==> src/rtl/abc_share_arb_pkg.sv <==
// Shared types and widths for the abc datapath round-robin sharing arbiter.
package abc_share_arb_pkg;

    // Operand widths of the shared abc datapath.
    localparam int unsigned A_W   = 2;
    localparam int unsigned B_W   = 3;

    // Width of the latency down-counter; covers LAT up to 15.
    localparam int unsigned CNT_W = 4;

    typedef enum logic [1:0] {
        StIdle,
        StIssue,
        StWait,
        StResp
    } state_e;

endpackage

==> src/rtl/rr_pick.sv <==
// Combinational round-robin picker: first set request searching upward from ptr+1, wrapping.
module rr_pick #(
    parameter int unsigned N_REQ = 4,
    parameter int unsigned IDX_W = (N_REQ > 1) ? $clog2(N_REQ) : 1
) (
    input  logic [N_REQ-1:0] req_i,
    input  logic [IDX_W-1:0] ptr_i,
    output logic [N_REQ-1:0] onehot_o,
    output logic [IDX_W-1:0] idx_o,
    output logic             valid_o
);

    logic             found;
    logic [IDX_W-1:0] idx;
    logic [IDX_W-1:0] cand;

    // Scan ptr+1 .. ptr+N_REQ (mod N_REQ); the last candidate is ptr itself.
    always_comb begin
        found = 1'b0;
        idx   = '0;
        cand  = '0;
        for (int i = 1; i <= int'(N_REQ); i++) begin
            cand = IDX_W'((int'(ptr_i) + i) % int'(N_REQ));
            if (!found && req_i[cand]) begin
                found = 1'b1;
                idx   = cand;
            end
        end
    end

    assign valid_o  = found;
    assign idx_o    = idx;
    assign onehot_o = found ? ({{(N_REQ-1){1'b0}}, 1'b1} << idx) : '0;

endmodule

==> src/rtl/abc_share_arb.sv <==
// Shares one abc datapath among N_REQ requesters with round-robin arbitration.
// One transaction at a time: IDLE -> ISSUE -> WAIT (LAT cycles total) -> RESP.
module abc_share_arb
    import abc_share_arb_pkg::*;
#(
    parameter int unsigned N_REQ = 4,
    parameter int unsigned LAT   = 2
) (
    input  logic                 clk,
    input  logic                 rst_n,
    input  logic [N_REQ-1:0]     req_i,
    input  logic [N_REQ*A_W-1:0] req_a_i,
    input  logic [N_REQ*B_W-1:0] req_b_i,
    output logic [N_REQ-1:0]     gnt_o,
    output logic [A_W-1:0]       dp_a_o,
    output logic [B_W-1:0]       dp_b_o,
    output logic                 dp_go_o,
    input  logic                 dp_c_i,
    output logic [N_REQ-1:0]     rsp_valid_o,
    output logic                 rsp_c_o,
    output logic                 busy_o
);

    localparam int unsigned IDX_W = (N_REQ > 1) ? $clog2(N_REQ) : 1;

    state_e             state_q;
    logic [CNT_W-1:0]   cnt_q;
    logic [IDX_W-1:0]   ptr_q;
    logic [IDX_W-1:0]   idx_q;
    logic [N_REQ-1:0]   gnt_q;
    logic [A_W-1:0]     dp_a_q;
    logic [B_W-1:0]     dp_b_q;
    logic               dp_go_q;
    logic [N_REQ-1:0]   rsp_valid_q;
    logic               rsp_c_q;
    logic               busy_q;

    logic [N_REQ-1:0]   pick_onehot;
    logic [IDX_W-1:0]   pick_idx;
    logic               pick_valid;
    logic [A_W-1:0]     sel_a;
    logic [B_W-1:0]     sel_b;

    rr_pick #(
        .N_REQ (N_REQ),
        .IDX_W (IDX_W)
    ) u_rr_pick (
        .req_i    (req_i),
        .ptr_i    (ptr_q),
        .onehot_o (pick_onehot),
        .idx_o    (pick_idx),
        .valid_o  (pick_valid)
    );

    // Select the winner's operand slices with constant part-selects.
    always_comb begin
        sel_a = '0;
        sel_b = '0;
        for (int k = 0; k < int'(N_REQ); k++) begin
            if (pick_idx == IDX_W'(k)) begin
                sel_a = req_a_i[k*A_W +: A_W];
                sel_b = req_b_i[k*B_W +: B_W];
            end
        end
    end

    // Transaction FSM; every output is a register updated on the state transition into it.
    always_ff @(posedge clk) begin
        if (!rst_n) begin
            state_q     <= StIdle;
            cnt_q       <= '0;
            ptr_q       <= IDX_W'(N_REQ - 1);
            idx_q       <= '0;
            gnt_q       <= '0;
            dp_a_q      <= '0;
            dp_b_q      <= '0;
            dp_go_q     <= 1'b0;
            rsp_valid_q <= '0;
            rsp_c_q     <= 1'b0;
            busy_q      <= 1'b0;
        end else begin
            unique case (state_q)
                StIdle: begin
                    if (pick_valid) begin
                        state_q <= StIssue;
                        idx_q   <= pick_idx;
                        gnt_q   <= pick_onehot;
                        dp_a_q  <= sel_a;
                        dp_b_q  <= sel_b;
                        dp_go_q <= 1'b1;
                        busy_q  <= 1'b1;
                    end
                end
                StIssue: begin
                    dp_go_q <= 1'b0;
                    cnt_q   <= CNT_W'(LAT - 1);
                    state_q <= StWait;
                end
                StWait: begin
                    if (cnt_q == '0) begin
                        rsp_c_q     <= dp_c_i;
                        rsp_valid_q <= gnt_q;
                        state_q     <= StResp;
                    end else begin
                        cnt_q <= cnt_q - 1'b1;
                    end
                end
                StResp: begin
                    rsp_valid_q <= '0;
                    ptr_q       <= idx_q;
                    gnt_q       <= '0;
                    dp_a_q      <= '0;
                    dp_b_q      <= '0;
                    busy_q      <= 1'b0;
                    state_q     <= StIdle;
                end
                default: begin
                    state_q <= StIdle;
                end
            endcase
        end
    end

    assign gnt_o       = gnt_q;
    assign dp_a_o      = dp_a_q;
    assign dp_b_o      = dp_b_q;
    assign dp_go_o     = dp_go_q;
    assign rsp_valid_o = rsp_valid_q;
    assign rsp_c_o     = rsp_c_q;
    assign busy_o      = busy_q;

endmodule

==> config.mk <==
export PLATFORM = sky130hd
export DESIGN_NAME = abc_share_arb
export DESIGN_NICKNAME = d
export VERILOG_FILES = /design/src/rtl/abc_share_arb_pkg.sv /design/src/rtl/rr_pick.sv /design/src/rtl/abc_share_arb.sv
export SDC_FILE = /design/constraint.sdc
export NUM_CORES = 1
export LEC_CHECK = 0
export CAP_MARGIN = 10
export CORE_MARGIN = 2
export CORE_UTILIZATION = 45
export CTS_CLUSTER_SIZE = 14
export DETAILED_ROUTE_END_ITERATION = 8
export HOLD_SLACK_MARGIN = 0.05
export PLACE_DENSITY = 0.79
export RECOVER_POWER = 50
export SLEW_MARGIN = 30
export SYNTH_ARGS = -nofsm -noshare
export SYNTH_HDL_FRONTEND = slang
export SYNTH_SLANG_ARGS = --single-unit
==> constraint.sdc <==
create_clock -name clk -period 1.9 [get_ports clk]
set_clock_uncertainty 0.1 [all_clocks]
set_input_delay 0.19 -clock clk [delete_from_list [all_inputs] [get_ports clk]]
set_output_delay 0.19 -clock clk [all_outputs]
set_load 0.02 [all_outputs]
# ---- Word level (Yosys, flattened, before mapping)
# Index checks and enable logic that the tools add are counted.
dict set report classes {
  add_sub_neg 5
  magnitude_cmp 4
  eq_ne 9
  shifts 1
  muxes 40
  n_reduce_logical 20
}
# operator n
set op_table {}
lappend op_table {{4-bit one-hot mux with 2 select lines} 3}
lappend op_table {{2-bit two-way mux} 11}
lappend op_table {{3-bit two-way mux} 5}
lappend op_table {{2-bit AND reduction} 7}
lappend op_table {{2-bit by 3-bit less-than comparator with 1-bit output, second input constant} 4}
lappend op_table {{4-bit two-way mux} 3}
lappend op_table {{1-bit two-way mux} 9}
lappend op_table {{1-bit binary-select mux with 2-bit select} 4}
lappend op_table {{2-bit == test, second input constant} 4}
lappend op_table {{2-bit one-hot mux with 4 select lines} 1}
lappend op_table {{2-bit nonzero test} 4}
lappend op_table {{2-bit inequality test, second input constant} 3}
lappend op_table {{3-bit one-hot mux with 2 select lines} 1}
lappend op_table {{2-bit by 1-bit adder with 2-bit output, second input constant} 2}
lappend op_table {{2-bit adder, second input constant} 2}
lappend op_table {{2-bit by 1-bit == test with 1-bit output, second input constant} 2}
lappend op_table {{2-bit logical NOT} 2}
lappend op_table {{4-bit logical NOT} 1}
lappend op_table {{1-bit one-hot mux with 2 select lines} 2}
lappend op_table {{2-bit one-hot mux with 2 select lines} 1}
lappend op_table {{1-bit by 2-bit << shifter with 4-bit output, first input constant} 1}
lappend op_table {{4-bit by 1-bit subtractor with 4-bit output, second input constant} 1}
lappend op_table {{1-bit logical AND} 3}
lappend op_table {{1-bit logical NOT} 3}
dict set report word_totals {
  register_bits 26
  in_bits 27
  out_inout_bits 16
  elab_cells 90
}

# ---- Longest topological paths before layout
# Gate-level depths: netlist (run 1).
dict set report logic_depth {
  depth_word 20
  depth_mapped 8
  depth_no_buf 7
}

# ---- By module
# From an unflattened synthesis (run 1), not the netlist that was laid out.
dict set report unflattened {
  hier_cells 166
  hier_area_um2 1531.5
}
# mod n_inst cells_each area_per_inst_um2 seq_area_each_um2
set by_module_without_submodules {}
lappend by_module_without_submodules {abc_share_arb 1 136 1330.0 520.5}
lappend by_module_without_submodules {rr_pick 1 30 201.4 0.0}

# ---- Least setup slack after synthesis (run 1)
# Ideal clock, no wire load.
dict set report synth_path {
  path_type {register -> register}
  startpoint {register ptr_q[1]}
  endpoint {register gnt_q[1] (netlist: gnt_o[1])}
  setup_time_ns 0.073
  t_arrival_ns 1.574
  required_time_ns 1.727
  path_slack_ns 0.153
  stages_incl_launch_ff 8
  path_buffers 2
  path_cell_list {dfxtp_1 buf_4 inv_1 o31a_1 and2_4 buf_6 or4_1 a21oi_1}
}
dict set report synth_via {
  elab_chain_cells 16
}
# item line_no
set synth_rtl {}
lappend synth_rtl {{start, declared} abc_share_arb.sv:28} ;# logic [IDX_W-1:0] ptr_q;
lappend synth_rtl {{start signal, assigned} abc_share_arb.sv:72} ;# ptr_q <= IDX_W'(N_REQ - 1);
lappend synth_rtl {{start signal, assigned} abc_share_arb.sv:110} ;# ptr_q <= idx_q;
lappend synth_rtl {{2-bit by 1-bit adder with 2-bit output} rr_pick.sv:23} ;# cand = IDX_W'((int'(ptr_i) + i) % int'(N_REQ));
lappend synth_rtl {{1-bit binary-select mux with 2-bit select} rr_pick.sv:24} ;# if (!found && req_i[cand]) begin
lappend synth_rtl {{1-bit two-way mux (implied by the code)} rr_pick.sv:24}
lappend synth_rtl {{1-bit two-way mux} rr_pick.sv:24}
lappend synth_rtl {{1-bit logical NOT} rr_pick.sv:24}
lappend synth_rtl {{1-bit logical AND} rr_pick.sv:24}
lappend synth_rtl {{1-bit two-way mux} rr_pick.sv:24}
lappend synth_rtl {{1-bit logical NOT} rr_pick.sv:24}
lappend synth_rtl {{1-bit logical AND} rr_pick.sv:24}
lappend synth_rtl {{1-bit two-way mux} rr_pick.sv:24}
lappend synth_rtl {{1-bit logical NOT} rr_pick.sv:24}
lappend synth_rtl {{1-bit logical AND} rr_pick.sv:24}
lappend synth_rtl {{2-bit two-way mux} rr_pick.sv:24}
lappend synth_rtl {{1-bit by 2-bit << shifter with 4-bit output} rr_pick.sv:33} ;# assign onehot_o = found ? ({{(N_REQ-1){1'b0}}, 1'b1} << idx) : '0;
lappend synth_rtl {{4-bit two-way mux} abc_share_arb.sv:84} ;# if (pick_valid) begin
lappend synth_rtl {{4-bit one-hot mux with 2 select lines} abc_share_arb.sv:82} ;# unique case (state_q)
lappend synth_rtl {{end signal, assigned} abc_share_arb.sv:87} ;# gnt_q <= pick_onehot;
lappend synth_rtl {{end, declared} abc_share_arb.sv:30} ;# logic [N_REQ-1:0] gnt_q;
# Several ways; a longest one is shown, not always the timed one. The select of a mux whose other input is x is not followed.
# A chain may end at the register's enable or synchronous reset.

# ---- Worst setup path in the final report (run 1)
dict set report layout_path {
  startpoint {register state_q[0]}
  endpoint {register gnt_q[1] (netlist: gnt_o[1])}
}
dict set report layout_via {
  elab_chain_cells 3
}
# item line_no
set layout_rtl {}
lappend layout_rtl {{start, declared} abc_share_arb.sv:26} ;# state_e state_q;
lappend layout_rtl {{start signal, assigned} abc_share_arb.sv:70} ;# state_q <= StIdle;
lappend layout_rtl {{start signal, assigned} abc_share_arb.sv:85} ;# state_q <= StIssue;
lappend layout_rtl {{start signal, assigned} abc_share_arb.sv:97} ;# state_q <= StWait;
lappend layout_rtl {{2-bit == test or 2-bit logical NOT (tied branches)} abc_share_arb.sv:82}
lappend layout_rtl {{2-bit nonzero test (no line) or 2-bit inequality test (tied branches)} --}
lappend layout_rtl {{2-bit AND reduction (no line)} --}
# Several ways; a longest one is shown, not always the timed one.

==> impl_metrics.ini, run 1 <==
[floorplanning]
die_y_microns = 61.4
rows = 20
die-area_sq_um = 3760
start_util_pct = 47.7
core_area_sq_um = 3100
die_w_microns = 61.4
io_pins = 43

[logic_synthesis]
synth.avg_cell_area_sq_um = 8.09
syn_nets = 217
netlist_instances = 183
syn-cell-area_sq_um = 1480
seq_area_frac_synth_pct = 35.2
yosys_warnings = 0
synth.distinct_cells = 40
synthFlopType = dfxtp_1
synth_edf_count = 0
synthArstFlopShare_pct = 0
synth_seq_cells = 26

[timing]
post-route-period-util_pct = 94.7
max_slew.worst_pin.slew_ns = 0.430
layout_min_cycle_time_ns = 1.80
finalMaxSlewViolations = 0
fmax_ghz = 0.555
slew_headroom_pct = 71.2
fin_ws_ns = 0.0998
rsz0062_at_grt = no
tns_ns = 0
hold_viol = 0
finalSetupViolCount = 0

[power]
leakage_nw = 0.933
intPower_w = 0.00145
switchingPower_w = 0.00100
clkPwrFrac_pct = 11.7
vdd_drop_max_v = 0.000849
p_per_area_nw_per_um2 = 1170
seq_power_share_pct = 32.1
combPwrFrac_pct = 56.2
swShare_pct = 40.8

[drt]
viasPerCell = 5.34
drc_errors = 0
wl_per_cell_microns = 14.2
dr.pass1.iters = 4
ant_nets = 0
drt_iter0_markers = 68
vias = 1521
routed_wirelength_mm = 4.04

[final_layout]
insertedDiodeCount = 0
register_area_sq_um = 522
multi_input_area_sq_um = 866
instances_no_fill = 285
nets = 276
drive_above_1_share_pct = 13.3
fillers = 291
fin_area_sq_um = 2110
areaGrowthSynthToFinish_pct = 42.4

[setup_path]
path_class = reg2reg
crit_fanout = 8
critical-path-max-stage-delay_ns = 0.53
cp-start-kind = flip-flop
crit_chain = buf_4 -> ha_1 -> clkbuf_1 -> or4_1 -> a21oi_1
cp_top_family = simple AND/OR/NAND/NOR gates
cpMaxStageDelayCell = or4_1
cp_data_required_time_ns = 2.07
critical_path_arrival_ns = 1.97
path_buf_inv = 2
end_kind = flip-flop

[placement]
port_buffers = 42
dpl_cell_area_sq_um = 2070
dp_hpwl_mm = 3.24
pre_cts_ws_ns = -0.215
dp_cells = 281
place_congestion = 0.904

[global_route]
grt_pass1_wl_mm = 6.80
grt_use_total_pct = 24.3
grt_max_degree = 20
grt_pass1_vias = 1510
antenna_found_initial = 0
grt_remaining_overflow = 0

[cts]
numCtsBuffers = 3
clock_latency_ns = 0.32
clk_path_buf_depth = 2
clk_pin_slew_ns = 0.15
cts.sinks = 26
cts-root-buf = clkbuf_4
cts_hold_buf = 0
ctsHtreeMaxLevel = 1
cts_tree = built

[run_status]
status = finished clean

[hold_path]
hp-class = in2reg

[job]
cap_viol_max_count = 0
## kinds of logic (layout without fill, tap and decap cells)
| logic type | after synthesis | after routing | share of synthesized area [%] |
|---|---|---|---|
| compound gates | 55 | 55 | 25.7 |
| fa+ha+maj | 7 | 7 | 5.92 |
| buf+inv | 22 | 80 | 6.51 |
| flops | 26 | 26 | 35.2 |
| mux | 4 | 4 | 2.71 |
| simple gates | 69 | 69 | 24.0 |
## per-stage QoR
step	total power (W)	util, %	hold slack, ns
global route	0.00264	67.9	0.358
detailed placement	0.00219	66.7	0.365
CTS	0.00249	67.9	0.365
finish	0.00246	67.9	0.364
global placement	0.00214	66.7	0.355
floorplan	0.00161	-	0.229
## path summary, 6_finish.rpt
check	from	endpoint	slack, ns	cells after the start
worst max-delay path	state_q[0]	gnt_o[1]	0.1	5
worst min-delay path	req_a_i[6]	dp_a_o[0]	0.36	2
worst max register to register	state_q[0]	gnt_o[1]	0.1	5
worst min register to register	cnt_q[0]	cnt_q[0]	0.38	1
## power groups by stage
stage | registers (W) | clock network, W | logic, W
after global placement | 0.000795 | 0 | 0.00134
final | 0.000789 | 0.000288 | 0.00138
after detailed placement | 0.000803 | 0 | 0.00139
after CTS | 0.000794 | 0.000291 | 0.00140
after global routing | 0.000812 | 0.000310 | 0.00152
after floorplan | 0.000892 | 0 | 0.000719
## registers in the layout, indices dropped and copies added, names as in the netlist
signal,flops
cnt_q,4
dp_a_o,2
dp_go_o,1
ptr_q,2
rsp_valid_o,4
rsp_c_o,1
state_q,2
busy_o,1
dp_b_o,3
gnt_o,4
idx_q,2
## cell type report
type	instances	share of cell area, %
inverters	12	2.14
flip-flops and latches	26	24.7
clock buffers	4	1.72
repair buffers	64	27.7
multi-input cells	135	41.1
well taps	44	2.61
## worst register-to-register path, delay by kind of cell (launching register included)
family,cells,cell delay (ns)
buffers and inverters,2,0.35
AO/OA/AOI/OAI,1,0.13
adder cells (fa/ha/maj),1,0.31
AND/OR/NAND/NOR,1,0.53
flip-flops,1,0.34
## cell usage after synthesis, types with 2 or more instances
| master | n | area [sq um] |
|---|---|---|
| and2_1 | 3 | 18.8 |
| nor2b_1 | 8 | 50.1 |
| a2bb2oi_1 | 5 | 43.8 |
| ha_1 | 7 | 87.6 |
| o21ai_0 | 4 | 20.0 |
| nand2b_1 | 5 | 31.3 |
| o211ai_1 | 3 | 22.5 |
| o2bb2ai_1 | 4 | 35.0 |
| a31oi_1 | 4 | 25.0 |
| inv_1 | 11 | 41.3 |
| nand3_1 | 3 | 15.0 |
| nand3b_1 | 2 | 15.0 |
| nor3b_1 | 2 | 15.0 |
| and3_1 | 6 | 37.5 |
| o31a_1 | 2 | 17.5 |
| a21oi_1 | 20 | 100 |
| dfxtp_1 | 26 | 521 |
| mux2i_1 | 4 | 40.0 |
| buf_2 | 2 | 10.0 |
| nor2_1 | 23 | 86.3 |
| a22oi_1 | 2 | 15.0 |
| nand2_1 | 10 | 37.5 |
| clkbuf_1 | 6 | 22.5 |
| a211oi_1 | 2 | 15.0 |
| a221o_1 | 4 | 40.0 |
## metal layers
layer,track usage (%),vias up,share of wire (%)
li1,-,765,-
met1,31.2,699,45
met2,41.8,51,48
met3,5.04,6,5.6
met4,6.08,0,1.1
met5,0,-,0
## cells in the final DEF (no fill, tap or decap), types with 4 or more instances in the layout
cell type | Yosys | final
a21oi_1 | 20 | 20
a221o_1 | 4 | 4
a2bb2oi_1 | 5 | 5
a31oi_1 | 4 | 4
and3_1 | 6 | 6
buf_4 | 1 | 21
clkdlybuf4s50_1 | 0 | 28
dfxtp_1 | 26 | 25
dlygate4sd3_1 | 0 | 13
ha_1 | 7 | 6
inv_1 | 11 | 11
mux2i_1 | 4 | 4
nand2_1 | 10 | 10
nand2b_1 | 5 | 5
nor2_1 | 23 | 23
nor2b_1 | 8 | 8
o21ai_0 | 4 | 4
o2bb2ai_1 | 4 | 4
## what timing repair did
action                     in CTS  in global routing
buffers inserted                0                  0
gates resized for setup         0                  3
setup endpoints to repair       0                  2
Power figures use the tool's default switching activity.
==> run 2: changes to the inputs <==
- DONT_BUFFER_PORTS: not set -> 1
- PLACE_DENSITY: 0.79 -> 0.63
==> impl_metrics.ini, run 2 (synthesized netlist as in run 1, its figures left out) <==
[timing]
slew_headroom_pct = 62.1
tns_ns = 0
hold_viol = 0
finalSetupViolCount = 0
layout_min_cycle_time_ns = 1.82
post-route-period-util_pct = 96.0
finalMaxSlewViolations = 0
holdWs_ns = 0.0615
max_slew.worst_pin.slew_ns = 0.567
fmax_ghz = 0.549
rsz0062_at_grt = no

[power]
combPwrFrac_pct = 42.7
clkPwrFrac_pct = 16.8
leakage_nw = 0.736
switchingPower_w = 0.000955
fin_total_pwr_w = 0.00231
p_per_area_nw_per_um2 = 1310
seq_power_share_pct = 40.5
vdd_drop_max_v = 0.000673
intPower_w = 0.00135
swShare_pct = 41.4

[final_layout]
insertedDiodeCount = 0
final_common_cell = dfxtp_1
areaGrowthSynthToFinish_pct = 19.1
fillers = 298
register_area_sq_um = 523
nets = 236
fin_area_sq_um = 1760
multi_input_area_sq_um = 875
drive_above_1_share_pct = 10.4
mostFrequentLayoutCells = dfxtp_1 (24), nor2_1 (22), a21oi_1 (20)

[drt]
viasPerCell = 5.81
drc_errors = 0
vias = 1423
ant_nets = 0
drt_iter0_markers = 57
routed_wirelength_mm = 3.89
dr.pass1.iters = 4
wl_per_cell_microns = 15.9

[setup_path]
end_kind = flip-flop
crit_fanout = 9
critical-path-max-stage-delay_ns = 0.47
cpMaxStageDelayCell = or4_1
crit_chain = inv_1 -> o31a_1 -> and2_4 -> or4_1 -> a21oi_1
critical_path_arrival_ns = 1.98
path_class = reg2reg
cp_data_required_time_ns = 2.05
cp-start-kind = flip-flop
path_buf_inv = 1
cp_top_family = simple AND/OR/NAND/NOR gates

[placement]
dp_hpwl_mm = 2.70
dpl_cell_area_sq_um = 1540
place_congestion = 0.862
port_buffers = 0

[global_route]
grt_max_degree = 20
grt_pass1_wl_mm = 6.31
antenna_found_initial = 0
grt_remaining_overflow = 0
grt_use_total_pct = 22.0
grt_pass1_vias = 1351

[run_status]
status = finished clean

[cts]
cts.sinks = 26
cts_setup_buffers = 0
clk_pin_slew_ns = 0.15
cts-root-buf = clkbuf_4
ctsHtreeMaxLevel = 1
numCtsBuffers = 3
cts_tree = built
clk_path_buf_depth = 2
clock_latency_ns = 0.32

[floorplanning]
rows = 20
die_w_microns = 61.4
io_pins = 43
start_util_pct = 47.7
die_y_microns = 61.4
die-area_sq_um = 3760
core_area_sq_um = 3100

[job]
cap_viol_max_count = 0

[hold_path]
hp-class = in2reg
==> run 2: cell type report <==
cell class | instances | area share, %
Multi-Input combinational cell | 135 | 49.6
Sequential cell | 26 | 29.7
Timing Repair Buffer | 24 | 12.1
Tap cell | 44 | 3.12
Inverter | 12 | 2.56
Clock inverter | 1 | 1.70
Clock buffer | 3 | 1.28
==> run 2: power groups by stage <==
| stage | Sequential, W | Clock (W) | Combinational, W |
|---|---|---|---|
| finish | 0.000934 | 0.000388 | 0.000986 |
| global route | 0.000952 | 0.000410 | 0.00111 |
| CTS | 0.000927 | 0.000396 | 0.000968 |
| detailed placement | 0.000940 | 0 | 0.000933 |
| global placement | 0.000931 | 0 | 0.000911 |
| floorplan | 0.000892 | 0 | 0.000719 |
==> run 2: stage by stage <==
stage,setup slack [ns],cells,utilization (%)
floorplan,0.153,183,-
detailed placement,0.0793,225,49.8
global placement,0.130,225,49.8
global route,0.00825,245,56.8
finish,0.0769,245,56.8
CTS,0.0331,245,56.6
==> run 2: what timing repair did <==
| item | CTS | global route |
|---|---|---|
| hold endpoints to repair | 10 | 0 |
| hold buffers | 16 | 0 |
| endpoints found under the setup margin | 0 | 16 |
| resized for setup | 0 | 6 |
==> run 2: worst paths after layout <==
kind / from / to / slack (ns) / depth (start not counted)
setup reg to reg: ptr_q[0] / gnt_o[1] / 0.08 / 5
hold / removal: req_b_i[0] / dp_b_o[0] / 0.06 / 3
setup / recovery: ptr_q[0] / gnt_o[1] / 0.08 / 5
hold reg to reg: cnt_q[0] / cnt_q[0] / 0.39 / 1
==> run 2: worst reg2reg max path, stage by stage, from the launching register on <==
cell     delay, ns
dfxtp_1       0.43
inv_1         0.11
o31a_1        0.34
and2_4        0.18
or4_1         0.47
a21oi_1       0.13
==> run 2: routing by layer <==
metal / vias up / global-route usage [%] / part of all wire [%] / wire [microns]
met1: 675 / 30.2 / 45 / 1750
met5: - / 0 / 0 / 0
met4: 0 / 7.60 / 2.9 / 113
met2: 47 / 34.8 / 47 / 1810
met3: 12 / 4.20 / 5.6 / 217
li1: 689 / - / - / -
==> run 3: changes to the inputs <==
- GPL_TIMING_DRIVEN: not set -> 0
==> impl_metrics.ini, run 3 (synthesized netlist as in run 1, its figures left out) <==
[run_status]
status = finished clean

[global_route]
grt_use_total_pct = 22.2
grt_pass1_vias = 1274
grt_pass1_wl_mm = 6.10
grt_max_degree = 16
grt_remaining_overflow = 0
antenna_found_initial = 0

[cts]
cts_tree = built
ctsHtreeMaxLevel = 1
clock_latency_ns = 0.32
clk_path_buf_depth = 2
cts.sinks = 26
cts-root-buf = clkbuf_4
numCtsBuffers = 3
clk_pin_slew_ns = 0.14

[setup_path]
critical_path_arrival_ns = 2.00
rr_worst_depth = 7
crit_fanout = 9
reg2reg_from = ptr_q[1]
cp_data_required_time_ns = 2.06
r2r_slack_ns = 0.07
worstReg2RegEnd = gnt_o[1]
end_kind = flip-flop
path_class = reg2reg
cp-start-kind = flip-flop

[drt]
dr.pass1.iters = 4
drc_errors = 0
ant_nets = 0
viasPerCell = 5.80
drt_iter0_markers = 97
routed_wirelength_mm = 3.87
wl_per_cell_microns = 16.1
vias = 1399

[timing]
finalSetupViolCount = 0
max_slew.worst_pin.slew_ns = 0.680
fin_ws_ns = 0.0662
holdWs_ns = 0.0526
finalMaxSlewViolations = 0
fmax_ghz = 0.545
post-route-period-util_pct = 96.5
layout_min_cycle_time_ns = 1.83
rsz0062_at_grt = no
slew_headroom_pct = 54.2
hold_viol = 0

[final_layout]
nets = 232
register_area_sq_um = 524
multi_input_area_sq_um = 911
fin_area_sq_um = 1760
insertedDiodeCount = 0
areaGrowthSynthToFinish_pct = 18.7
final_common_cell = dfxtp_1
fillers = 315
mostFrequentLayoutCells = dfxtp_1 (23), nor2_1 (22), a21oi_1 (17)
drive_above_1_share_pct = 15.7

[placement]
port_buffers = 0
pre_cts_ws_ns = -0.0915
place_congestion = 0.855
dp_hpwl_mm = 2.71
dpl_cell_area_sq_um = 1540

[hold_path]
hold_start = req_a_i[5]
hp-class = in2reg
worstHoldEndpoint = dp_a_o[1]
hold_depth = 2

[power]
intPower_w = 0.00138
combPwrFrac_pct = 44.6
p_per_area_nw_per_um2 = 1340
seq_power_share_pct = 39.4
swShare_pct = 41.3
switchingPower_w = 0.000968
leakage_nw = 0.718
vdd_drop_max_v = 0.000612
clkPwrFrac_pct = 15.9

[floorplanning]
io_pins = 43
die-area_sq_um = 3760
start_util_pct = 47.7
rows = 20
core_area_sq_um = 3100
die_y_microns = 61.4
die_w_microns = 61.4

[job]
cap_viol_max_count = 0
[run 3: changes by cell type in the layout (fill, tap and decap cells not counted), moves of 2 or more]
cell and delta:
dlygate4sd3_1 -5, buf_4 -4, a21oi_1 -3, a21oi_2 +3
buf_6 +2, inv_1 -2, inv_2 +2
[run 3: per-layer routing]
metal	share of wire, %	up-vias	track usage [%]
met2	48	48	34.7
met4	3.3	0	10.3
met3	5.1	12	6.09
met5	0	-	0
met1	43	662	28.5
li1	-	677	-
[run 3: worst max-delay path by stage]
stage / from / endpoint / slack (ns)
finish: ptr_q[1] / gnt_o[1] / 0.07
floorplan: ptr_q[1] / gnt_o[1] / 0.15
CTS: ptr_q[1] / gnt_o[1] / 0.001
detailed placement: state_q[1] / dp_b_o[2] / -0.09
global placement: state_q[0] / dp_b_o[2] / -0.08
global route: ptr_q[1] / gnt_o[1] / 0.01
[run 3: critical path, stage by stage (launching register included)]
cell	delay [ns]
dfxtp_2	0.35
buf_6	0.12
inv_1	0.07
o31a_1	0.27
and2_4	0.15
buf_6	0.13
or4_4	0.48
a21oi_2	0.13
[run 3: power groups by stage]
stage | Clock (W) | Sequential, W | Combinational, W
after floorplan | 0 | 0.000892 | 0.000719
after global placement | 0 | 0.000923 | 0.000858
after detailed placement | 0 | 0.000932 | 0.000891
after CTS | 0.000380 | 0.000924 | 0.000942
after global routing | 0.000402 | 0.000946 | 0.00117
final | 0.000374 | 0.000925 | 0.00105
[run 3: what timing repair did]
| item | CTS | global route |
|---|---|---|
| pin swaps | 2 | 3 |
| endpoints found under the hold margin | 7 | 0 |
| hold buffers | 11 | 0 |
| resized for setup | 9 | 11 |
| setup buffers | 0 | 2 |
| endpoints found under the setup margin | 16 | 16 |
[run 3: metrics by stage]
stage / util (%) / TNS, ns / power (W) / std cells
final: 56.6 / 0 / 0.00235 / 241
after global routing: 56.6 / 0 / 0.00252 / 241
after CTS: 55.5 / 0 / 0.00225 / 242
after detailed placement: 49.5 / -0.267 / 0.00182 / 227
after global placement: 49.5 / -0.134 / 0.00178 / 227
after floorplan: - / 0 / 0.00161 / 183
[run 3: area by class of cell]
class / count / area share, %
multi-input combinational: 135 / 51.9
sequential: 26 / 29.8
timing repair buffer: 13 / 7.12
tap: 44 / 3.13
inverter: 12 / 2.56
buffer: 7 / 2.49
clock inverter: 1 / 1.71
clock buffer: 3 / 1.28
